--- config.mk ---
export PLATFORM = sky130hd
export DESIGN_NAME = mem_loader
export DESIGN_NICKNAME = d
export VERILOG_FILES = /design/src/rtl/mem_loader_pkg.sv /design/src/rtl/mem_loader_pack.sv /design/src/rtl/mem_loader.sv
export SDC_FILE = /design/constraint.sdc
export NUM_CORES = 1
export LEC_CHECK = 0
export ABC_AREA = 1
export BUFFER_PORTS_ARGS = -buffer_cell sky130_fd_sc_hd__clkbuf_2
export CORE_MARGIN = 5
export CORE_UTILIZATION = 35
export CTS_CLUSTER_SIZE = 14
export DETAILED_ROUTE_END_ITERATION = 10
export REMOVE_ABC_BUFFERS = 1
export SLEW_MARGIN = 15
export SYNTH_ARGS = -nofsm -noshare
export SYNTH_HDL_FRONTEND = slang
export SYNTH_SLANG_ARGS = --single-unit
--- constraint.sdc ---
create_clock -name clk -period 4.15 [get_ports clk]
set_input_delay 0.2075 -clock clk [delete_from_list [all_inputs] [get_ports clk]]
set_output_delay 0.2075 -clock clk [all_outputs]
set_load 0.05 [all_outputs]
--- src/rtl/mem_loader_pkg.sv ---
// mem_loader_pkg -- shared types and helpers for the program-image loader.
//   state_t : loader FSM states
//   be_mask : byte-enable mask covering lanes 0..last_lane
package mem_loader_pkg;

   typedef enum logic [2:0] {
      ST_IDLE,
      ST_LOAD,
      ST_FLUSH,
      ST_DONE,
      ST_ERR
   } state_t;

   localparam int LANES = 4;

   function automatic logic [LANES-1:0] be_mask(input logic [1:0] last_lane);
      logic [LANES-1:0] m;
      case (last_lane)
         2'd0:    m = 4'b0001;
         2'd1:    m = 4'b0011;
         2'd2:    m = 4'b0111;
         default: m = 4'b1111;
      endcase
      return m;
   endfunction

endpackage

--- src/rtl/mem_loader_pack.sv ---
// mem_loader_pack -- byte-to-word lane packer.
// Ports:
//   clk, rst_n   clock, async active-low reset
//   clr          restart packing at lane 0 with an empty word
//   acc          a byte is being accepted this cycle
//   flush        accepted byte closes the word early (image end)
//   byte_data    incoming byte
//   lane         lane the next accepted byte lands in
//   word_next    current partial word with byte_data merged at lane
// The stored word is zeroed whenever a word is emitted, so lanes not yet
// filled always read as zero in word_next.
module mem_loader_pack (
   input  logic        clk,
   input  logic        rst_n,
   input  logic        clr,
   input  logic        acc,
   input  logic        flush,
   input  logic [7:0]  byte_data,
   output logic [1:0]  lane,
   output logic [31:0] word_next
);

   logic [31:0] word;

   always_comb begin
      word_next = word;
      word_next[{lane, 3'b000} +: 8] = byte_data;
   end

   always_ff @(posedge clk or negedge rst_n) begin
      if (!rst_n) begin
         word <= '0;
         lane <= '0;
      end else if (clr) begin
         word <= '0;
         lane <= '0;
      end else if (acc) begin
         if (lane == 2'd3 || flush) begin
            word <= '0;
            lane <= '0;
         end else begin
            word <= word_next;
            lane <= lane + 2'd1;
         end
      end
   end

endmodule

--- src/rtl/mem_loader.sv ---
// mem_loader -- streams a byte image into 32-bit memory words, then
// releases the core from reset.
// Ports:
//   clk, rst_n                    clock, async active-low reset
//   start                         pulse: begin a load (IDLE/DONE/ERR only)
//   byte_data/valid/last, ready   byte stream handshake
//   mem_we/addr/wdata/be          word write port (little-endian lanes)
//   busy, done, err_ovf           status (done, err_ovf sticky)
//   core_rst_n                    core reset, released only in DONE
//   word_cnt, chksum              words written, running word sum
// Build option: define MEM_LOADER_CHKSUM_EN to build the checksum adder;
// otherwise chksum is tied to zero.
//
// state    | meaning
// ---------+---------------------------------------------------
// ST_IDLE  | after reset, waiting for start
// ST_LOAD  | accepting bytes, emitting full words
// ST_FLUSH | final (possibly partial) word being written
// ST_DONE  | image loaded, core released
// ST_ERR   | image exceeded capacity, core held in reset
module mem_loader
   import mem_loader_pkg::*;
#(
   parameter int ADDR_W    = 12,
   parameter int MAX_WORDS = 4096,
   parameter int BASE_ADDR = 0
) (
   input  logic              clk,
   input  logic              rst_n,
   input  logic              start,
   input  logic [7:0]        byte_data,
   input  logic              byte_valid,
   input  logic              byte_last,
   output logic              byte_ready,
   output logic              mem_we,
   output logic [ADDR_W-1:0] mem_addr,
   output logic [31:0]       mem_wdata,
   output logic [3:0]        mem_be,
   output logic              busy,
   output logic              done,
   output logic              err_ovf,
   output logic              core_rst_n,
   output logic [ADDR_W:0]   word_cnt,
   output logic [31:0]       chksum
);

   state_t            state;
   logic              start_ok;
   logic              accept;
   logic              overflow;
   logic              pack_acc;
   logic [1:0]        lane;
   logic [31:0]       word_next;
   logic [ADDR_W+1:0] cnt_eff;

   assign start_ok = start && (state == ST_IDLE || state == ST_DONE || state == ST_ERR);
   assign accept   = byte_valid && byte_ready;
   // A write in flight has not yet bumped word_cnt; count it so a byte
   // arriving in that same cycle is still judged against true capacity.
   assign cnt_eff  = {1'b0, word_cnt} + (ADDR_W+2)'(mem_we);
   assign overflow = cnt_eff >= (ADDR_W+2)'(MAX_WORDS);
   assign pack_acc = accept && !overflow;

   mem_loader_pack u_pack (
      .clk       (clk),
      .rst_n     (rst_n),
      .clr       (start_ok),
      .acc       (pack_acc),
      .flush     (byte_last),
      .byte_data (byte_data),
      .lane      (lane),
      .word_next (word_next)
   );

   always_ff @(posedge clk or negedge rst_n) begin
      if (!rst_n) begin
         state      <= ST_IDLE;
         mem_we     <= 1'b0;
         mem_addr   <= ADDR_W'(BASE_ADDR);
         mem_wdata  <= '0;
         mem_be     <= '0;
         byte_ready <= 1'b0;
         busy       <= 1'b0;
         done       <= 1'b0;
         err_ovf    <= 1'b0;
         core_rst_n <= 1'b0;
         word_cnt   <= '0;
      end else begin
         mem_we <= 1'b0;
         if (mem_we) begin
            mem_addr <= mem_addr + 1'b1;
            word_cnt <= word_cnt + 1'b1;
         end
         case (state)
            ST_IDLE, ST_DONE, ST_ERR: begin
               if (start) begin
                  state      <= ST_LOAD;
                  mem_addr   <= ADDR_W'(BASE_ADDR);
                  word_cnt   <= '0;
                  done       <= 1'b0;
                  err_ovf    <= 1'b0;
                  busy       <= 1'b1;
                  byte_ready <= 1'b1;
                  core_rst_n <= 1'b0;
               end
            end
            ST_LOAD: begin
               if (accept) begin
                  if (overflow) begin
                     state      <= ST_ERR;
                     err_ovf    <= 1'b1;
                     byte_ready <= 1'b0;
                     busy       <= 1'b0;
                  end else begin
                     if (lane == 2'd3 || byte_last) begin
                        mem_we    <= 1'b1;
                        mem_wdata <= word_next;
                        mem_be    <= be_mask(lane);
                     end
                     if (byte_last) begin
                        state      <= ST_FLUSH;
                        byte_ready <= 1'b0;
                     end
                  end
               end
            end
            ST_FLUSH: begin
               state      <= ST_DONE;
               done       <= 1'b1;
               busy       <= 1'b0;
               core_rst_n <= 1'b1;
            end
            default: begin
               state      <= ST_IDLE;
               byte_ready <= 1'b0;
               busy       <= 1'b0;
               core_rst_n <= 1'b0;
            end
         endcase
      end
   end

`ifdef MEM_LOADER_CHKSUM_EN
   always_ff @(posedge clk or negedge rst_n) begin
      if (!rst_n)
         chksum <= '0;
      else if (start_ok)
         chksum <= '0;
      else if (mem_we)
         chksum <= chksum + mem_wdata;
   end
`else
   assign chksum = '0;
`endif

endmodule

==> Word level (Yosys, flattened, before mapping) <==
Cells that the tools add are included.
W data, S select, Z words.
{ "totals": {"in_bits": 13, "register_bits": 104, "output_inout_bits": 99, "elab_cells": 92} }
{ "op_classes": {"eq_ne": 11, "mux": 37, "bitwise_logic": 3, "n_reduce_logical": 20, "add_sub_neg": 5, "order_cmp": 1, "shifts": 2} }
{ "ops": {"columns": ["operator", "n"], "rows": [
  ["$mux W32", 3],
  ["$mux W13", 3],
  ["$mux W12", 3],
  ["$bwmux W32", 1],
  ["$shift A8 B7 Y32 const A", 1],
  ["$shiftx A8 B7 Y32", 1],
  ["$add A13 B1 Y14", 1],
  ["$ge A14 B13 Y1 const B", 1],
  ["$add A13 B1 Y13 const B", 1],
  ["$mux W1", 13],
  ["$add A12 B1 Y12 const B", 1],
  ["$mux W3", 4],
  ["$pmux W4 S3", 1],
  ["$reduce_and A4 Y1", 3],
  ["$pmux W3 S3", 1],
  ["$neg A5 Y7", 1],
  ["$eq A3 B2 Y1 const B", 2],
  ["$mux W2", 3],
  ["$ne A2 B2 Y1 const B", 3],
  ["$pmux W1 S2", 3],
  ["$pmux W1 S3", 2],
  ["$reduce_and A3 Y1", 2],
  ["$reduce_bool A2 Y1", 3],
  ["$eq A2 B2 Y1 const B", 2],
  ["other kinds (13)", 20]
]} }

==> Logic depth before layout (Yosys ltp) <==
Gate-level depths: netlist of run 1.
{ "logic_depth": {"depth_word": 6, "mapped_depth": 14} }

==> Cells and area by module <==
A second synthesis of run 1 with hierarchy kept.
{ "hier_totals": {"hier_cells": 714, "hier_area_um2": 5441.5} }
{ "by_module_without_submodules": {"columns": ["mod", "cells_per_inst", "seq_area_each_um2", "instances", "area_per_inst_um2"], "rows": [
  ["mem_loader", 417, 1751.7, 1, 3454.6],
  ["mem_loader_pack", 297, 850.8, 1, 1986.9]
]} }

==> Least setup slack after synthesis of run 1 <==
No wires, ideal clock.
{ "synth_timing": {"kind": "register -> register", "startpoint": "reg word_cnt[0]", "endpoint": "reg u_pack.word[26]", "setup_ps": 74, "n_path_buf": 2, "t_arrival_ps": 2121, "period_less_slack_ps": 2195, "path_stages_with_launch": 15, "path_slack_ps": 1955, "cell_sequence": "dfrtp_1 > ha_1 > ha_1 > nand2_1 > nor2_1 > nand2_1 > nor2_1 > nand3_1 > nand2_2 > nand2_4 > nor2_4 > buf_6 > buf_6 > nand2_1 > o21ai_2"} }
{ "synth_between": {"elab_chain_cells": 5} }
{ "synth_rtl": {"columns": ["element", "line", "text"], "rows": [
  ["from (decl)", "mem_loader.sv:43", "output logic [ADDR_W:0] word_cnt,"],
  ["from (signal assigned)", "mem_loader.sv:92", "word_cnt <= word_cnt + 1'b1;"],
  ["$add A13 B1 Y14", "mem_loader.sv:60", "assign cnt_eff = {1'b0, word_cnt} + (ADDR_W+2)'(mem_we);"],
  ["$ge A14 B13 Y1", "mem_loader.sv:61", "assign overflow = cnt_eff >= (ADDR_W+2)'(MAX_WORDS);"],
  ["$logic_not A1 Y1", "mem_loader.sv:62", "assign pack_acc = accept && !overflow;"],
  ["$logic_and A1 B1 Y1", "mem_loader.sv:62", null],
  ["$reduce_bool A2 Y1 (no line)", null, null],
  ["to (signal assigned)", "mem_loader_pack.sv:42", "word <= word_next;"],
  ["to (decl)", "mem_loader_pack.sv:23", "logic [31:0] word;"]
]} }
No other way between the ends.
A chain may end at the register's enable or synchronous reset.

==> Worst setup path in the final report of run 1 <==
{ "layout_timing": {"startpoint": "reg mem_we", "endpoint": "reg mem_wdata[1]"} }
{ "layout_between": {"elab_chain_cells": 4} }
{ "layout_rtl": {"columns": ["element", "line", "text"], "rows": [
  ["from (decl)", "mem_loader.sv:35", "output logic mem_we,"],
  ["from (signal assigned)", "mem_loader.sv:78", "mem_we <= 1'b0;"],
  ["from (signal assigned)", "mem_loader.sv:89", "mem_we <= 1'b0;"],
  ["from (signal assigned)", "mem_loader.sv:116", "mem_we <= 1'b1;"],
  ["$add A13 B1 Y14", "mem_loader.sv:60", null],
  ["$ge A14 B13 Y1", "mem_loader.sv:61", null],
  ["$not A1 Y1 (no line)", null, null],
  ["$reduce_and A4 Y1 (no line)", null, null],
  ["to (signal assigned)", "mem_loader.sv:117", "mem_wdata <= word_next;"],
  ["to (decl)", "mem_loader.sv:37", "output logic [31:0] mem_wdata,"]
]} }
No other way between the ends.

==> results of run 1 <==
==> power breakdown <==
part           internal, W  switching [W]
clock network     0.000485       0.000384
logic           0.00000876      0.0000956
registers          0.00101              0
==> cells in the mapped netlist <==
cell type and instances:
clkbuf_1 8, nand4_1 3, inv_2 1, a22oi_1 8, nand2_2 3, clkinv_1 1, nor3_2 1, ha_1 11
nor3_1 13, o22ai_1 24, buf_6 2, nand3_4 1, buf_2 7, o21a_1 1, nand3_1 23, nor2_1 56
and3_1 1, xor2_1 6, inv_1 63, a21oi_1 10, nand2_1 184, nand2_4 1, or2_2 1, xnor2_1 3
dfrtp_1 104, o21ai_0 31, buf_1 1, buf_4 35, conb_1 1, nor2_4 1, o21ai_2 7, o221a_2 1
o21ai_1 7
==> layer usage <==
| layer | share of wire | routed length (um) | track usage | vias to the layer above |
|---|---|---|---|---|
| met4 | 0.018 | 208 | 0.0532 | 0 |
| met3 | 0.052 | 605 | 0.0267 | 15 |
| li1 | - | - | - | 2040 |
| met1 | 0.48 | 5640 | 0.202 | 1839 |
| met5 | 0 | 0 | 0 | - |
| met2 | 0.45 | 5260 | 0.213 | 90 |
==> final timing paths <==
path	startpoint	end	cells past startpoint	slack, ns
worst max-delay path	mem_we	mem_wdata[1]	12	1.40
worst min-delay path	rst_n	mem_be[0]	1	-0.03
worst max register to register	mem_we	mem_wdata[1]	12	1.40
worst min register to register	busy	busy	2	0.47
max in group asynchronous	rst_n	mem_wdata[14]	2	3.19
min in group clk	start	core_rst_n	4	0.26
==> state kept, by name, indices dropped and copies added (netlist names) <==
signal / flops
mem_wdata: 32
u_pack.word: 32
word_cnt: 13
mem_addr: 12
mem_be: 4
state: 3
u_pack.lane: 2
busy: 1
byte_ready: 1
core_rst_n: 1
done: 1
err_ovf: 1
mem_we: 1
==> cells by family after synthesis <==
kind of cell,Yosys count,synth area share
AND/OR/NAND/NOR,288,0.230
adder cells (fa/ha/maj),11,0.0268
other,1,0.000731
flip-flops,104,0.507
XOR/XNOR,9,0.0154
AO/OA/AOI/OAI,89,0.103
buffers and inverters,118,0.117
==> worst max-delay path, delay by kind of cell (launching register included) <==
kind / cells / cell delay [ns]
and+or+nand+nor: 9 / 1.18
buffers and inverters: 1 / 0.56
DFF: 1 / 0.55
adders and majority gates: 2 / 0.39
==> per-stage QoR <==
stage               cells  hold WS [ns]  utilization  total power (W)
floorplan             598       -0.0881            -          0.00110
global route          879        0.0849        0.404          0.00206
detailed placement    863         0.421        0.383          0.00114
finish                879       -0.0251        0.404          0.00199
CTS                   879        0.0443        0.404          0.00201
global placement      863         0.413        0.383          0.00114
==> final cells by class <==
type                       count  area [um2]
timing repair buffer          81         413
tap                          184         230
clock buffer                  10         239
multi-input combinational    429        2050
inverter                      65         244
sequential                   104        2600
clock inverter                 6        66.3
fill                        1528        8630
==> results.ini, run 1 <==
[pwr]
powerDensity_nw_per_um2 = 340
leakage_nw = 3.13
ir_drop_mv = 0.205

[synthesis]
ys_warn_count = 0
synth_top_area_cell = dfrtp_1
syn_area_um2 = 5130
yosysTopAreaCellShare = 0.507
ys_ff_latch = 104
postSynthAreaPerCell_um2 = 8.28
synth_cell_types = 33
synth_cells = 620
yosysSeqAreaShare = 0.507
yosys-top-cells-area = dfrtp_1 (51%), nand2_1 (13%), buf_4 (5.1%)

[timing]
setup_slack_ns = 1.40
setup_viol_count_final = 0
period_needed_ns = 2.75
hold_ws_ns = -0.0251
max_clock_freq_ghz = 0.363
slew_headroom = 0.358
slew_violations = 0
rsz0062_at_grt = false
tightest_slew_ns = 0.963
setup_tns_ns = 0
hold_viol_final = 6
period_share = 0.663
finalClockSkew_ns = 0.00825

[clock_tree]
clock_sinks = 104
cts_tree = built
cts_buffers = 9
path_clk_slew_ns = 0.07
cts_hold_buf = 0
h-tree-depth = 3
root_buffer = clkbuf_16
clock_path_buffers = 2
post_cts_resized = 0
clk_latency_ns = 0.35
cts_setup_buffers = 0

[global_routing]
grt_pass1_vias = 3820
grt_max_degree = 75
grt_overflow = 0
grt_pass1_wl_mm = 19.3
antenna_found_initial = 0
grt_use_total = 0.141

[final_layout]
drive_above_1_share = 0.165
final_common_cell = nand2_1
antenna_cells = 0
final_cell_mix = nand2_1 (184), dfrtp_1 (104), clkbuf_2 (78), inv_1 (63), nor2_1 (56)
nets = 714
fin_area_um2 = 5850
area_delta_synth_final_pct = 13.9

[job]
maxCapViolCount = 0

[floorplanning]
die_h_um = 131
die_w_um = 131
coreArea_um2 = 14500
die-area_um2 = 17200
ios = 112
row_count = 44
start_util = 0.354

[critical_path]
cp.arrival_ns = 3.04
cp_data_required_time_ns = 4.44
cp_slowest_cell = inv_2
critPathMaxFanout = 46
cp_common_cell = nand2_1
endpoint_kind = flop
start_kind = flop
worstSetupPathType = reg -> reg
crit_chain = ha_1 > ha_1 > nand2_1 > nor2_1 > nand2_1 > nor2_1 > nand3_1 > nand2_2 > nand3_4 > inv_2 > nand2_1 > nand2_1
worst_path_largest_cell_delay_ns = 0.56

[min_path]
hp-class = in -> async

[drt]
routed_wl_mm = 11.7
routed_via_density = 4.53
drt_iter0_drc = 335
routed-via-count = 3984
drc = 0
ant_nets = 0
drtPass1Iterations = 4
wl_per_cell_um = 13.3

[place]
routabilityCongestion = 0.782
io_buffers = 79
dp_hpwl_mm = 8.13
pre_cts_slack_ns = 1.36
dpl_cell_area_um2 = 5540

[run_status]
status = finished with violations
violations = negative hold slack

No activity file was read; power rests on OpenSTA's default activity.
==> inputs of run 2 (changes only) <==
ABC_AREA = 0   (was 1)
clock period = 2.5 ns   (was 4.15 ns; I/O delays follow)
==> results.ini, run 2 <==
[run_status]
status = finished clean

[min_path]
hp-class = in -> reg
min_from = start
min_to = busy
min_delay_path_depth = 3

[final_layout]
final_cell_mix = dfrtp_1 (104), clkbuf_2 (78), a21oi_1 (74), nor2_1 (67), nor2b_1 (35)
antenna_cells = 0  ; unchanged
fin_area_um2 = 5930  ; +1.3%
drive_above_1_share = 0.212  ; +0.0466
final_core_util = 0.408  ; +0.00389
area_delta_synth_final_pct = 14.1
fillers = 1440  ; -5.8%
final_common_cell = dfrtp_1
nets = 601  ; -16%
reg_top3 = mem_wdata: 32 flops, u_pack.word: 32 flops, word_cnt: 13 flops

[place]
dpl_cell_area_um2 = 5640  ; +1.8%
pre_cts_slack_ns = 0.331  ; -1.03 ns
routabilityCongestion = 0.809  ; +3.4%
io_buffers = 79  ; unchanged
dp_hpwl_mm = 8.11  ; -0.22%

[critical_path]
reg2reg_to = mem_be[1]
worst-path-stages = 6  ; -6
endpoint_kind = flop
critPathMaxFanout = 51  ; +11%
cp_data_required_time_ns = 2.76  ; -1.68 ns
start_kind = flop
cp.arrival_ns = 2.44  ; -0.60 ns
r2r_slack_ns = 0.32  ; -1.07 ns
path_delay_family = simple AND/OR/NAND/NOR gates
crit_chain = ha_1 > a21bo_2 > or4b_1 > mux2i_4 > buf_12 > mux2i_1
r2r.worst_path.cells = 6  ; -6
cp_slowest_cell = or4b_1
cp_num_buf_inv = 1  ; unchanged
worst_path_largest_cell_delay_ns = 0.52  ; -0.04 ns
rr_startpoint = word_cnt[0]
worstSetupPathType = reg -> reg

[global_routing]
grt_use_total = 0.132  ; -0.00949
grt_pass1_vias = 3693  ; -3.3%
grt_overflow = 0  ; unchanged
antenna_found_initial = 0  ; unchanged
grt_pass1_wl_mm = 19.0  ; -1.7%
grt_max_degree = 52  ; -31%

[pwr]
ir_drop_mv = 0.497  ; +140%
leakage_nw = 2.86  ; -8.8%
total_power_w = 0.00706  ; +260%
powerDensity_nw_per_um2 = 1190  ; +250%

[synthesis]
synth_commonest_cells = dfrtp_1 (104), a21oi_1 (74), nor2_1 (67)
yosys-top-cells-area = dfrtp_1 (50%), a21oi_1 (7.1%), nor2_1 (4.8%)
synthMostInstantiatedCell = dfrtp_1
yosysSeqAreaShare = 0.501  ; -0.00611
ys_warn_count = 0  ; unchanged
synth_cells = 502  ; -19%
synth_cell_types = 55  ; +67%
synth_top_area_cell = dfrtp_1
ys_ff_latch = 104  ; unchanged
synthArstFlopShare = 1.00  ; unchanged
synthFlopType = dfrtp_1
yosysTopAreaCellShare = 0.501  ; -0.00611
postSynthAreaPerCell_um2 = 10.3  ; +25%
synth_edf_count = 0  ; unchanged
syn_area_um2 = 5190  ; +1.2%

[timing]
setup_viol_count_final = 0  ; unchanged
hold_viol_final = 0  ; -6
period_share = 0.870  ; +0.207
max_clock_freq_ghz = 0.460  ; +26%
setup_slack_ns = 0.324  ; -1.07 ns
slew_violations = 0  ; unchanged
hold_ws_ns = 0.111  ; +0.136 ns
period_needed_ns = 2.18  ; -0.576 ns
finalClockSkew_ns = 0.00772  ; -0.000529 ns
rsz0062_at_grt = false

[clock_tree]
h-tree-depth = 3  ; unchanged
clk_latency_ns = 0.35  ; about the same
cts_buffers = 9  ; unchanged
post_cts_resized = 0  ; unchanged
clock_path_buffers = 2  ; unchanged
path_clk_slew_ns = 0.06  ; about the same
cts_tree = built
root_buffer = clkbuf_16
clock_sinks = 104  ; unchanged

[floorplanning]
coreArea_um2 = 14500  ; +0.38%
die-area_um2 = 17400  ; +1.1%
die_w_um = 132  ; +0.56%
ios = 112  ; unchanged
die_h_um = 132  ; +0.56%
row_count = 44  ; unchanged
start_util = 0.357  ; +0.00296

[drt]
drtPass1Iterations = 4  ; unchanged
routed_via_density = 4.94  ; +9.0%
routed_wl_mm = 11.5  ; -1.9%
wl_per_cell_um = 15.0  ; +13%
drt_iter0_drc = 197  ; -41%
ant_nets = 0  ; unchanged
drc = 0  ; unchanged
routed-via-count = 3774  ; -5.3%

[job]
maxCapViolCount = 0  ; unchanged

## run 2: cell types whose count changed in the layout (fill, tap and decap cells not counted), moves of 11 or more
cell / change
a21oi_1: +64
a22o_1: +17
a32o_1: +17
buf_4: +12
inv_1: -57
nand2_1: -168
nand3_1: -16
nor2_1: +11
nor2b_1: +35
o21ai_0: -28
o22ai_1: -23
## run 2: what timing repair did
item                      in CTS  in global routing
hold buffers                   1                  0
setup buffers                  0                  0
hold endpoints to repair      28                  0
## run 2: how the worst max path moves through the flow
stage | startpoint | to | slack [ns]
after CTS | word_cnt[0] | mem_be[1] | 0.32
after detailed placement | word_cnt[0] | mem_be[1] | 0.33
final | word_cnt[0] | mem_be[1] | 0.32
after floorplan | mem_we | mem_be[3] | -0.76
after global routing | u_pack.lane[0] | mem_be[1] | 0.20
after global placement | word_cnt[0] | mem_be[1] | 0.41
## run 2: power by group
group	total [W]	internal, W	leakage [nW]	switching, W
registers	0.00241	0.00211	1.36	0.000306
clock network	0.00136	0.000762	0.134	0.000597
logic	0.00329	0.000854	1.37	0.00244
## run 2: final cells by class
| type | instances | area, um2 | area share |
|---|---|---|---|
| Clock inverter | 4 | 47.5 | 0.00802 |
| Timing Repair Buffer | 96 | 553 | 0.0933 |
| Tap cell | 184 | 230 | 0.0389 |
| Clock buffer | 10 | 229 | 0.0386 |
| Sequential cell | 104 | 2600 | 0.439 |
| Multi-Input combinational cell | 360 | 2240 | 0.378 |
| Inverter | 6 | 22.5 | 0.00380 |
## run 2: kinds of logic after synthesis
| group | share of synthesized area |
|---|---|
| and+or+nand+nor | 0.172 |
| buffers and inverters | 0.0913 |
| DFF | 0.501 |
| adders and majority gates | 0.0265 |
| other | 0.000722 |
| xor gates and xnor gates | 0.0371 |
| AOI/OAI and AO/OA | 0.152 |
| muxes | 0.0190 |
## run 2: routing by layer
| layer | global-route usage | up-vias | part of all wire |
|---|---|---|---|
| met3 | 0.0305 | 14 | 0.059 |
| met4 | 0.0520 | 0 | 0.020 |
| met5 | 0 | - | 0 |
| li1 | - | 1829 | - |
| met2 | 0.210 | 97 | 0.47 |
| met1 | 0.175 | 1834 | 0.45 |
## run 2: per-stage QoR
step,setup TNS [ns],std cells
2_1_floorplan,-22.38,470
3_3_place_gp,0,749
3_5_place_dp,0,749
4_1_cts,0,764
5_1_grt,0,764
6_report,0,764
## run 2: worst reg2reg max path: stages (launching register included)
cell and delay, ns:
dfrtp_1 0.41, ha_1 0.22, a21bo_2 0.23, or4b_1 0.52, mux2i_4 0.24, buf_12 0.25
mux2i_1 0.24
